`src/rtl/full_adder.sv`:
```
// -----------------------------------------------------------------------------
// full_adder
// One-bit full adder slice used as the repeating cell of a ripple-carry adder.
// Besides the latency-free sum/carry it offers propagate/generate terms for a
// lookahead network, a one-cycle registered copy of the result and a
// saturating counter of qualified carry-out events.
//
// Ports (positional order starts clk, rst, a, b, cin, cout, s so the cell can
// be dropped into a ripple chain positionally):
//   clk        in   rising-edge clock
//   rst        in   asynchronous active-high reset (registers only)
//   a, b       in   addend bits
//   cin        in   carry in
//   cout       out  carry out, combinational
//   s          out  sum, combinational
//   p          out  propagate (a ^ b), combinational
//   g          out  generate  (a & b), combinational
//   in_valid   in   qualifies the inputs for the registered path and counter
//   s_q        out  registered sum      (0 when REG_OUT = 0)
//   cout_q     out  registered carry    (0 when REG_OUT = 0)
//   valid_q    out  registered in_valid (0 when REG_OUT = 0)
//   cnt_clr    in   synchronous clear of the event counter
//   carry_cnt  out  saturating count of valid cycles with cout = 1
//   cnt_sat    out  high while carry_cnt is all ones
// -----------------------------------------------------------------------------
module full_adder #(
  parameter int unsigned CNT_W   = 8,
  parameter bit          REG_OUT = 1'b1
) (
  input  logic             clk,
  input  logic             rst,
  input  logic             a,
  input  logic             b,
  input  logic             cin,
  output logic             cout,
  output logic             s,
  output logic             p,
  output logic             g,
  input  logic             in_valid,
  output logic             s_q,
  output logic             cout_q,
  output logic             valid_q,
  input  logic             cnt_clr,
  output logic [CNT_W-1:0] carry_cnt,
  output logic             cnt_sat
);

  // ---------------------------------------------------------------------------
  // Combinational slice. Expressed through p/g so the carry is the classic
  // g | (cin & p) form a lookahead network expects.
  // ---------------------------------------------------------------------------
  logic w_p;
  logic w_g;
  logic w_s;
  logic w_cout;

  assign w_p    = a ^ b;
  assign w_g    = a & b;
  assign w_s    = w_p ^ cin;
  assign w_cout = w_g | (cin & w_p);

  assign p    = w_p;
  assign g    = w_g;
  assign s    = w_s;
  assign cout = w_cout;

  // ---------------------------------------------------------------------------
  // Registered result copy
  // ---------------------------------------------------------------------------
  generate
    if (REG_OUT) begin : g_reg_out
      logic r_s;
      logic r_cout;
      logic r_valid;

      // Data only updates on qualified cycles; the valid flag follows
      // in_valid every cycle so consumers see exactly one-cycle latency.
      always_ff @(posedge clk or posedge rst) begin
        if (rst) begin
          r_s     <= 1'b0;
          r_cout  <= 1'b0;
          r_valid <= 1'b0;
        end else begin
          r_valid <= in_valid;
          if (in_valid) begin
            r_s    <= w_s;
            r_cout <= w_cout;
          end
        end
      end

      assign s_q     = r_s;
      assign cout_q  = r_cout;
      assign valid_q = r_valid;
    end else begin : g_no_reg_out
      assign s_q     = 1'b0;
      assign cout_q  = 1'b0;
      assign valid_q = 1'b0;
    end
  endgenerate

  // ---------------------------------------------------------------------------
  // Saturating carry-out event counter
  // ---------------------------------------------------------------------------
  logic [CNT_W-1:0] r_cnt;
  logic [CNT_W-1:0] r_cnt_next;
  logic             w_cnt_full;

  assign w_cnt_full = &r_cnt;

  // Clear has priority over a same-cycle event; a full counter holds rather
  // than wrapping so statistics never under-report after overflow.
  always_comb begin
    r_cnt_next = r_cnt;
    if (cnt_clr) begin
      r_cnt_next = '0;
    end else if (in_valid && w_cout && !w_cnt_full) begin
      r_cnt_next = r_cnt + CNT_W'(1);
    end
  end

  always_ff @(posedge clk or posedge rst) begin
    if (rst) begin
      r_cnt <= '0;
    end else begin
      r_cnt <= r_cnt_next;
    end
  end

  assign carry_cnt = r_cnt;
  assign cnt_sat   = w_cnt_full;

endmodule

```
`config.mk`:
```
export PLATFORM = sky130hd
export DESIGN_NAME = full_adder
export DESIGN_NICKNAME = d
export VERILOG_FILES = /design/src/rtl/full_adder.sv
export SDC_FILE = /design/constraint.sdc
export NUM_CORES = 1
export LEC_CHECK = 0
export BUFFER_PORTS_ARGS = -buffer_cell sky130_fd_sc_hd__buf_2
export CAP_MARGIN = 20
export CORE_ASPECT_RATIO = 1.2
export CORE_UTILIZATION = 40
export CTS_CLUSTER_SIZE = 10
export DETAILED_ROUTE_END_ITERATION = 8
export PLACE_DENSITY_LB_ADDON = 0.25
export SYNTH_ARGS = -nofsm -noshare
export SYNTH_HDL_FRONTEND = slang
export SYNTH_SLANG_ARGS = --single-unit
```
`constraint.sdc`:
```
create_clock -name clk -period 4.27 [get_ports clk]
set_input_delay 0.2135 -clock clk [delete_from_list [all_inputs] [get_ports clk]]
set_output_delay 0.2135 -clock clk [all_outputs]
set_load 0.01 [all_outputs]
```
==> impl_results.html, run 1 <==
<table>
<tr><th>Metric</th><th>Value</th></tr>
<tr><th colspan="2">Place</th></tr>
<tr><td>Port Buffers</td><td>22</td></tr>
<tr><td>Pre-CTS setup slack</td><td>2.68 ns</td></tr>
<tr><td>Final weighted congestion of routability-driven global placement</td><td>0.851</td></tr>
<tr><td>Detailed placement HPWL</td><td>910 um</td></tr>
<tr><th colspan="2">Global route</th></tr>
<tr><td>Global-route wire length before repair</td><td>2130 um</td></tr>
<tr><td>Number of global-route vias before repair</td><td>453</td></tr>
<tr><td>Total congestion overflow</td><td>0</td></tr>
<tr><td>Overall track demand over capacity in global routing</td><td>0.179</td></tr>
<tr><td>Number of antenna violations at the first check in global routing</td><td>0</td></tr>
<tr><td>Largest net degree at the start of global routing</td><td>12</td></tr>
<tr><th colspan="2">Yosys</th></tr>
<tr><td>Post-synthesis share of cell area spent on xor and xnor gates</td><td>0</td></tr>
<tr><td>Most used flip-flop cell after synthesis</td><td>dfrtp_1</td></tr>
<tr><td>Largest cells by area after synthesis</td><td>dfrtp_1, ha_1, a31oi_4</td></tr>
<tr><td>Average cell area after synthesis</td><td>11.3 um2</td></tr>
<tr><td>Yosys top cell by area</td><td>dfrtp_1</td></tr>
<tr><td>Post-Syn Area</td><td>633 um2</td></tr>
<tr><td>Gate Count Post-Synth</td><td>56</td></tr>
<tr><td>Number of flops mapped to enable cells by yosys</td><td>0</td></tr>
<tr><td>Count leader, synth</td><td>dfrtp_1</td></tr>
<tr><td>Synthesis Warnings</td><td>0</td></tr>
<tr><td>Combinational family with the most area after synthesis</td><td>simple AND/OR/NAND/NOR gates</td></tr>
<tr><td>Synth Area in Compound Gates</td><td>0.156</td></tr>
<tr><td>Yosys top cell area share</td><td>0.435</td></tr>
<tr><td>Post-Synthesis Net Count</td><td>66</td></tr>
<tr><td>Multiplexer fraction of the synthesized cell area</td><td>0.0573</td></tr>
<tr><td>Simple-gate area share of the yosys netlist</td><td>0.221</td></tr>
<tr><td>Fraction of the yosys area taken by sequential cells</td><td>0.435</td></tr>
<tr><td>Library cells used by synthesis</td><td>28</td></tr>
<tr><td>Cell types with the highest counts after synthesis</td><td>dfrtp_1, a21oi_1</td></tr>
<tr><td>Adder-Cell Fraction of Synth Area</td><td>0.0711</td></tr>
<tr><td>Register bit count reported by yosys</td><td>11</td></tr>
<tr><td>Fraction of registers with async set/reset</td><td>1.00</td></tr>
<tr><th colspan="2">Floorplan</th></tr>
<tr><td>Core outline area</td><td>0.00146 mm2</td></tr>
<tr><td>Die footprint</td><td>0.00175 mm2</td></tr>
<tr><td>Die height</td><td>45.6 um</td></tr>
<tr><td>Die Wd</td><td>38.3 um</td></tr>
<tr><td>Starting utilization of the core area</td><td>0.432</td></tr>
<tr><td>Number of cell rows</td><td>15</td></tr>
<tr><td>Num ports</td><td>23</td></tr>
<tr><th colspan="2">Drt</th></tr>
<tr><td>DRT iter0 DRCs</td><td>5</td></tr>
<tr><td>First-pass iteration count of the detailed router</td><td>4</td></tr>
<tr><td>Residual DRC</td><td>0</td></tr>
<tr><td>Post-DR wirelength/cell</td><td>13.3 um</td></tr>
<tr><td>Total wire length</td><td>1290 um</td></tr>
<tr><td>Via count normalized by instance count</td><td>5.65</td></tr>
<tr><td>Routed via count</td><td>548</td></tr>
<tr><td>Post-DRT Antenna Nets</td><td>0</td></tr>
<tr><th colspan="2">Hold path</th></tr>
<tr><td>Hold crit path type</td><td>primary input to register</td></tr>
<tr><th colspan="2">STA</th></tr>
<tr><td>RSZ-0062 raised after global routing</td><td>no</td></tr>
<tr><td>Clock Skew</td><td>0.00584 ns</td></tr>
<tr><td>Hold violation total from the final report</td><td>0</td></tr>
<tr><td>Worst Max-Slew Pin Slew</td><td>0.413 ns</td></tr>
<tr><td>Minimum clock period</td><td>1.77 ns</td></tr>
<tr><td>Maximum operating frequency</td><td>566 MHz</td></tr>
<tr><td>Worst-case setup margin in the final layout</td><td>2.50 ns</td></tr>
<tr><td>Worst slew margin</td><td>0.724</td></tr>
<tr><td>Final Cycle Share</td><td>0.414</td></tr>
<tr><td>Setup violation total in the final timing report</td><td>0</td></tr>
<tr><td>Setup Total Neg Slack</td><td>0 ns</td></tr>
<tr><td>Final max-slew violation count</td><td>0</td></tr>
<tr><th colspan="2">Setup path</th></tr>
<tr><td>Critical path fanouts, max</td><td>6</td></tr>
<tr><td>Type of element capturing the critical path</td><td>output port</td></tr>
<tr><td>Arrival @ worst endpoint</td><td>1.55 ns</td></tr>
<tr><td>Setup Crit Path Kind</td><td>register to output port</td></tr>
<tr><td>CP Data Required Time</td><td>4.06 ns</td></tr>
<tr><td>Startpoint type of the worst setup path</td><td>register</td></tr>
<tr><th colspan="2">Power</th></tr>
<tr><td>Total leakage power</td><td>0.397 nW</td></tr>
<tr><td>Tot Pwr</td><td>0.217 mW</td></tr>
<tr><td>Total power per unit cell area</td><td>280 mW/mm2</td></tr>
<tr><td>Highest ir drop seen on vdd</td><td>0.119 mV</td></tr>
<tr><th colspan="2">Finish</th></tr>
<tr><td># nets final</td><td>91</td></tr>
<tr><td>Util after Layout</td><td>0.529</td></tr>
<tr><td>P&amp;R area growth vs syn</td><td>22.3%</td></tr>
<tr><td>Fraction of layout cells with a size suffix above 1</td><td>0.413</td></tr>
<tr><td>Antenna cell count</td><td>0</td></tr>
<tr><th colspan="2">Clock tree</th></tr>
<tr><td>Number of buffers created by CTS</td><td>3</td></tr>
<tr><td>Clock latency of the later-clocked register in the worst-skew pair</td><td>0.27 ns</td></tr>
<tr><td>Number of buffers added for setup after CTS</td><td>0</td></tr>
<tr><td>Clock slew at the register clock pins of the worst setup and hold paths</td><td>0.07 ns</td></tr>
<tr><td>Number of resized instances in the post-cts repair step</td><td>0</td></tr>
<tr><td>Clock tree root buffer cell</td><td>clkbuf_4</td></tr>
<tr><td>CTS sink cnt</td><td>11</td></tr>
<tr><td>CTS Hold Bufs</td><td>1</td></tr>
<tr><td>CTS tree</td><td>yes</td></tr>
<tr><td>Deepest clock path buffer count</td><td>2</td></tr>
<tr><td>Total number of H-tree levels</td><td>1</td></tr>
<tr><th colspan="2">Run</th></tr>
<tr><td>Number of max-capacitance violations reported</td><td>0</td></tr>
<tr><th colspan="2">Outcome</th></tr>
<tr><td>Run status</td><td>complete, no violations</td></tr>
</table>
## sequential cells by signal (all words and copies together) (netlist names)
signal and count:
cout_q 1, carry_cnt 8, valid_q 1, s_q 1
## critical path, cell delays in order, from the launching register on
cell and delay, ns:
dfrtp_1 0.43, ha_1 0.28, and3_2 0.25, and3_1 0.18, buf_2 0.13
## cell type report
type	instances	area (um2)
fillers	145	689
well taps	17	21.3
multi-input cells	39	320
repair buffers	23	120
flip-flops and latches	11	275
inverters	3	11.3
clock buffers	4	26.3
## kinds of logic after synthesis
family                   after synthesis
AND/OR/NAND/NOR                       20
AO/OA/AOI/OAI                         13
flip-flops                            11
buffers and inverters                  6
multiplexers                           3
adder cells (fa/ha/maj)                3
## layout by cell type, fill, tap and decap left out, drive strengths merged
cell type and n:
o21ai 1, nand2 1, nor2b 1, buf 22
fa 1, nand2b 2, a211oi 1, ha 2
and3 5, dfrtp 11, a21oi 4, and4b 3
inv 3, a41oi 1, a31oi 4, a311oi 2
dlygate4sd3 1, mux2i 1, and4 2, clkbuf 4
mux2 2, nor3 3, nand4 2, nor2 1
## per-layer routing
metal / part of all wire / GRT usage / vias up
li1: - / - / 265
met1: 0.47 / 0.275 / 257
met2: 0.46 / 0.241 / 21
met3: 0.046 / 0.0294 / 5
met4: 0.023 / 0.0857 / 0
met5: 0 / 0 / -
## power breakdown
| part | internal (mW) | switching [mW] |
|---|---|---|
| Clock | 0.0362 | 0.0359 |
| Combinational | 0.0153 | 0.0177 |
| Sequential | 0.109 | 0.00299 |
## stage by stage
step                      cells  instance area, um2  hold WS (ns)
after floorplan              56                 633        0.0659
after global placement       92                 738         0.230
after detailed placement     92                 738         0.227
after CTS                    97                 774         0.134
after global routing         97                 774         0.135
final                        97                 774         0.141
## path summary, 6_finish.rpt
check | startpoint | endpoint | slack, ns | cells after the start
setup / recovery | carry_cnt[0]$_DFFE_PP0P_ | cnt_sat | 2.50 | 4
hold / removal | in_valid | valid_q$_DFF_PP0_ | 0.14 | 1
setup reg to reg | carry_cnt[0]$_DFFE_PP0P_ | carry_cnt[0]$_DFFE_PP0P_ | 2.66 | 4
hold reg to reg | s_q$_DFFE_PP0P_ | s_q$_DFFE_PP0P_ | 0.50 | 1
max in group asynchronous | rst | carry_cnt[5]$_DFFE_PP0P_ | 3.51 | 3
min in group asynchronous | rst | carry_cnt[3]$_DFFE_PP0P_ | 0.47 | 3
(Power assumes the default switching activity.)
==> run 2, diff against run 1 <==
Clock period 4.27 ns to 1.6 ns, I/O delays scaled along.
==> run 2 against run 1 <==
- worst hold slack lost 0.14 ns
- highest routed layer unchanged
- largest cell class unchanged
- clock skew down 0.0052 ns
- first-iteration DRC count rose by 80%
==> impl_results.html, run 2 (same netlist as run 1, synthesis figures left out) <==
<table>
<tr><th>Metric</th><th>Value</th></tr>
<tr><th colspan="2">Setup path</th></tr>
<tr><td>Setup Crit Path Kind</td><td>register to output port</td></tr>
<tr><td>Type of element capturing the critical path</td><td>output port</td></tr>
<tr><td>Arrival @ worst endpoint</td><td>1.44 ns</td></tr>
<tr><td>Register-to-Register Path Depth</td><td>4</td></tr>
<tr><td>CP Data Required Time</td><td>1.52 ns</td></tr>
<tr><td>Startpoint type of the worst setup path</td><td>register</td></tr>
<tr><td>Critical path fanouts, max</td><td>9</td></tr>
<tr><th colspan="2">Power</th></tr>
<tr><td>Total leakage power</td><td>0.410 nW</td></tr>
<tr><td>Highest ir drop seen on vdd</td><td>0.410 mV</td></tr>
<tr><td>Total power per unit cell area</td><td>742 mW/mm2</td></tr>
<tr><th colspan="2">Finish</th></tr>
<tr><td>Fill cells</td><td>138</td></tr>
<tr><td>Most common cell after layout, fill and taps aside</td><td>buf_2</td></tr>
<tr><td>Fraction of layout cells with a size suffix above 1</td><td>0.446</td></tr>
<tr><td>Util after Layout</td><td>0.546</td></tr>
<tr><td># nets final</td><td>94</td></tr>
<tr><td>Top library cells by usage in the layout, fill and taps aside</td><td>buf_2, dfrtp_1, a21oi_1</td></tr>
<tr><td>Antenna cell count</td><td>0</td></tr>
<tr><td>P&amp;R area growth vs syn</td><td>26.3%</td></tr>
<tr><td>Largest register FFs</td><td>8</td></tr>
<tr><td>Area occupied by multi-input gates</td><td>323 um2</td></tr>
<tr><td>Sequential cell area</td><td>275 um2</td></tr>
<tr><th colspan="2">Clock tree</th></tr>
<tr><td>Total number of H-tree levels</td><td>1</td></tr>
<tr><td>Clock tree root buffer cell</td><td>clkbuf_4</td></tr>
<tr><td>Clock slew at the register clock pins of the worst setup and hold paths</td><td>0.07 ns</td></tr>
<tr><td>CTS sink cnt</td><td>11</td></tr>
<tr><td>Clock latency of the later-clocked register in the worst-skew pair</td><td>0.27 ns</td></tr>
<tr><td>Number of buffers created by CTS</td><td>3</td></tr>
<tr><td>CTS tree</td><td>yes</td></tr>
<tr><td>Deepest clock path buffer count</td><td>2</td></tr>
<tr><th colspan="2">Floorplan</th></tr>
<tr><td>Die footprint</td><td>0.00175 mm2</td></tr>
<tr><td>Die height</td><td>45.6 um</td></tr>
<tr><td>Number of cell rows</td><td>15</td></tr>
<tr><td>Die Wd</td><td>38.3 um</td></tr>
<tr><td>Core outline area</td><td>0.00146 mm2</td></tr>
<tr><td>Starting utilization of the core area</td><td>0.432</td></tr>
<tr><td>Num ports</td><td>23</td></tr>
<tr><th colspan="2">Drt</th></tr>
<tr><td>Post-DRT Antenna Nets</td><td>0</td></tr>
<tr><td>Routed via count</td><td>588</td></tr>
<tr><td>Post-DR wirelength/cell</td><td>13.8 um</td></tr>
<tr><td>Total wire length</td><td>1380 um</td></tr>
<tr><td>Via count normalized by instance count</td><td>5.88</td></tr>
<tr><td>First-pass iteration count of the detailed router</td><td>4</td></tr>
<tr><td>DRT iter0 DRCs</td><td>9</td></tr>
<tr><td>Residual DRC</td><td>0</td></tr>
<tr><th colspan="2">STA</th></tr>
<tr><td>Setup violation total in the final timing report</td><td>0</td></tr>
<tr><td>Minimum clock period</td><td>1.52 ns</td></tr>
<tr><td>Final max-slew violation count</td><td>0</td></tr>
<tr><td>Worst Max-Slew Pin Slew</td><td>0.426 ns</td></tr>
<tr><td>Maximum operating frequency</td><td>657 MHz</td></tr>
<tr><td>Hold violation total from the final report</td><td>0</td></tr>
<tr><td>Final Cycle Share</td><td>0.952</td></tr>
<tr><td>Clock Skew</td><td>0.000688 ns</td></tr>
<tr><td>Setup Total Neg Slack</td><td>0 ns</td></tr>
<tr><td>Worst-case hold slack</td><td>0.00447 ns</td></tr>
<tr><td>Worst slew margin</td><td>0.716</td></tr>
<tr><td>RSZ-0062 raised after global routing</td><td>no</td></tr>
<tr><th colspan="2">Place</th></tr>
<tr><td>Port Buffers</td><td>22</td></tr>
<tr><td>Final weighted congestion of routability-driven global placement</td><td>0.741</td></tr>
<tr><td>Detailed placement HPWL</td><td>938 um</td></tr>
<tr><th colspan="2">Hold path</th></tr>
<tr><td>Worst hold path stage count</td><td>1</td></tr>
<tr><td>Hold crit path type</td><td>primary input to register</td></tr>
<tr><th colspan="2">Global route</th></tr>
<tr><td>Number of antenna violations at the first check in global routing</td><td>0</td></tr>
<tr><td>Total congestion overflow</td><td>0</td></tr>
<tr><td>Global-route wire length before repair</td><td>2100 um</td></tr>
<tr><td>Number of global-route vias before repair</td><td>498</td></tr>
<tr><td>Overall track demand over capacity in global routing</td><td>0.176</td></tr>
<tr><td>Largest net degree at the start of global routing</td><td>12</td></tr>
<tr><th colspan="2">Outcome</th></tr>
<tr><td>Run status</td><td>complete, no violations</td></tr>
<tr><th colspan="2">Run</th></tr>
<tr><td>Number of max-capacitance violations reported</td><td>0</td></tr>
</table>
[run 2: worst paths after layout]
kind                                     startpoint                        to  slack (ns)
min in group asynchronous                       rst  carry_cnt[5]$_DFFE_PP0P_        0.34
max in group asynchronous                       rst  carry_cnt[0]$_DFFE_PP0P_        0.97
max reg2reg                carry_cnt[0]$_DFFE_PP0P_  carry_cnt[0]$_DFFE_PP0P_        0.11
min reg2reg                         s_q$_DFFE_PP0P_           s_q$_DFFE_PP0P_        0.52
min                                        in_valid         valid_q$_DFF_PP0_       0.004
max                        carry_cnt[3]$_DFFE_PP0P_                   cnt_sat        0.08
[run 2: what timing repair did]
| item | CTS | global route |
|---|---|---|
| setup endpoints to repair | 0 | 1 |
| hold endpoints to repair | 11 | 0 |
| setup buffers | 0 | 2 |
| gates resized for setup | 0 | 1 |
| hold buffers | 1 | 0 |
[run 2: critical path, stage by stage, from the launching register on]
cell and delay (ns):
dfrtp_1 0.44, and3_1 0.39, and3_1 0.22, buf_2 0.13
[run 2: final cells by class]
cell class / instances / area share
Sequential cell: 11 / 0.344
Tap cell: 17 / 0.0266
Timing Repair Buffer: 26 / 0.178
Inverter: 3 / 0.0141
Multi-Input combinational cell: 39 / 0.404
Clock buffer: 4 / 0.0329
[run 2: power breakdown]
group	switching (mW)	internal, mW	leakage (nW)	total, mW
combinational	0.0497	0.0467	0.249	0.0964
clock	0.101	0.0968	0.0150	0.198
sequential	0.00823	0.290	0.146	0.298
total	0.159	0.434	0.410	0.593
[run 2: metrics by stage]
stage                     instances  cell area (um2)  setup slack (ns)  power (mW)
final                           100              800            0.0772       0.593
after global routing            100              800           0.00971       0.616
after CTS                        98              782            0.0487       0.586
after detailed placement         93              746            0.0994       0.392
after global placement           93              746             0.129       0.391
after floorplan                  56              633            0.0598       0.356
[run 2: per-layer routing]
metal / vias up / track usage / routed length (um)
met5: - / 0 / 0
met4: 0 / 0.121 / 39
met3: 7 / 0.0441 / 71
met2: 26 / 0.261 / 668
met1: 283 / 0.223 / 600
li1: 272 / - / -
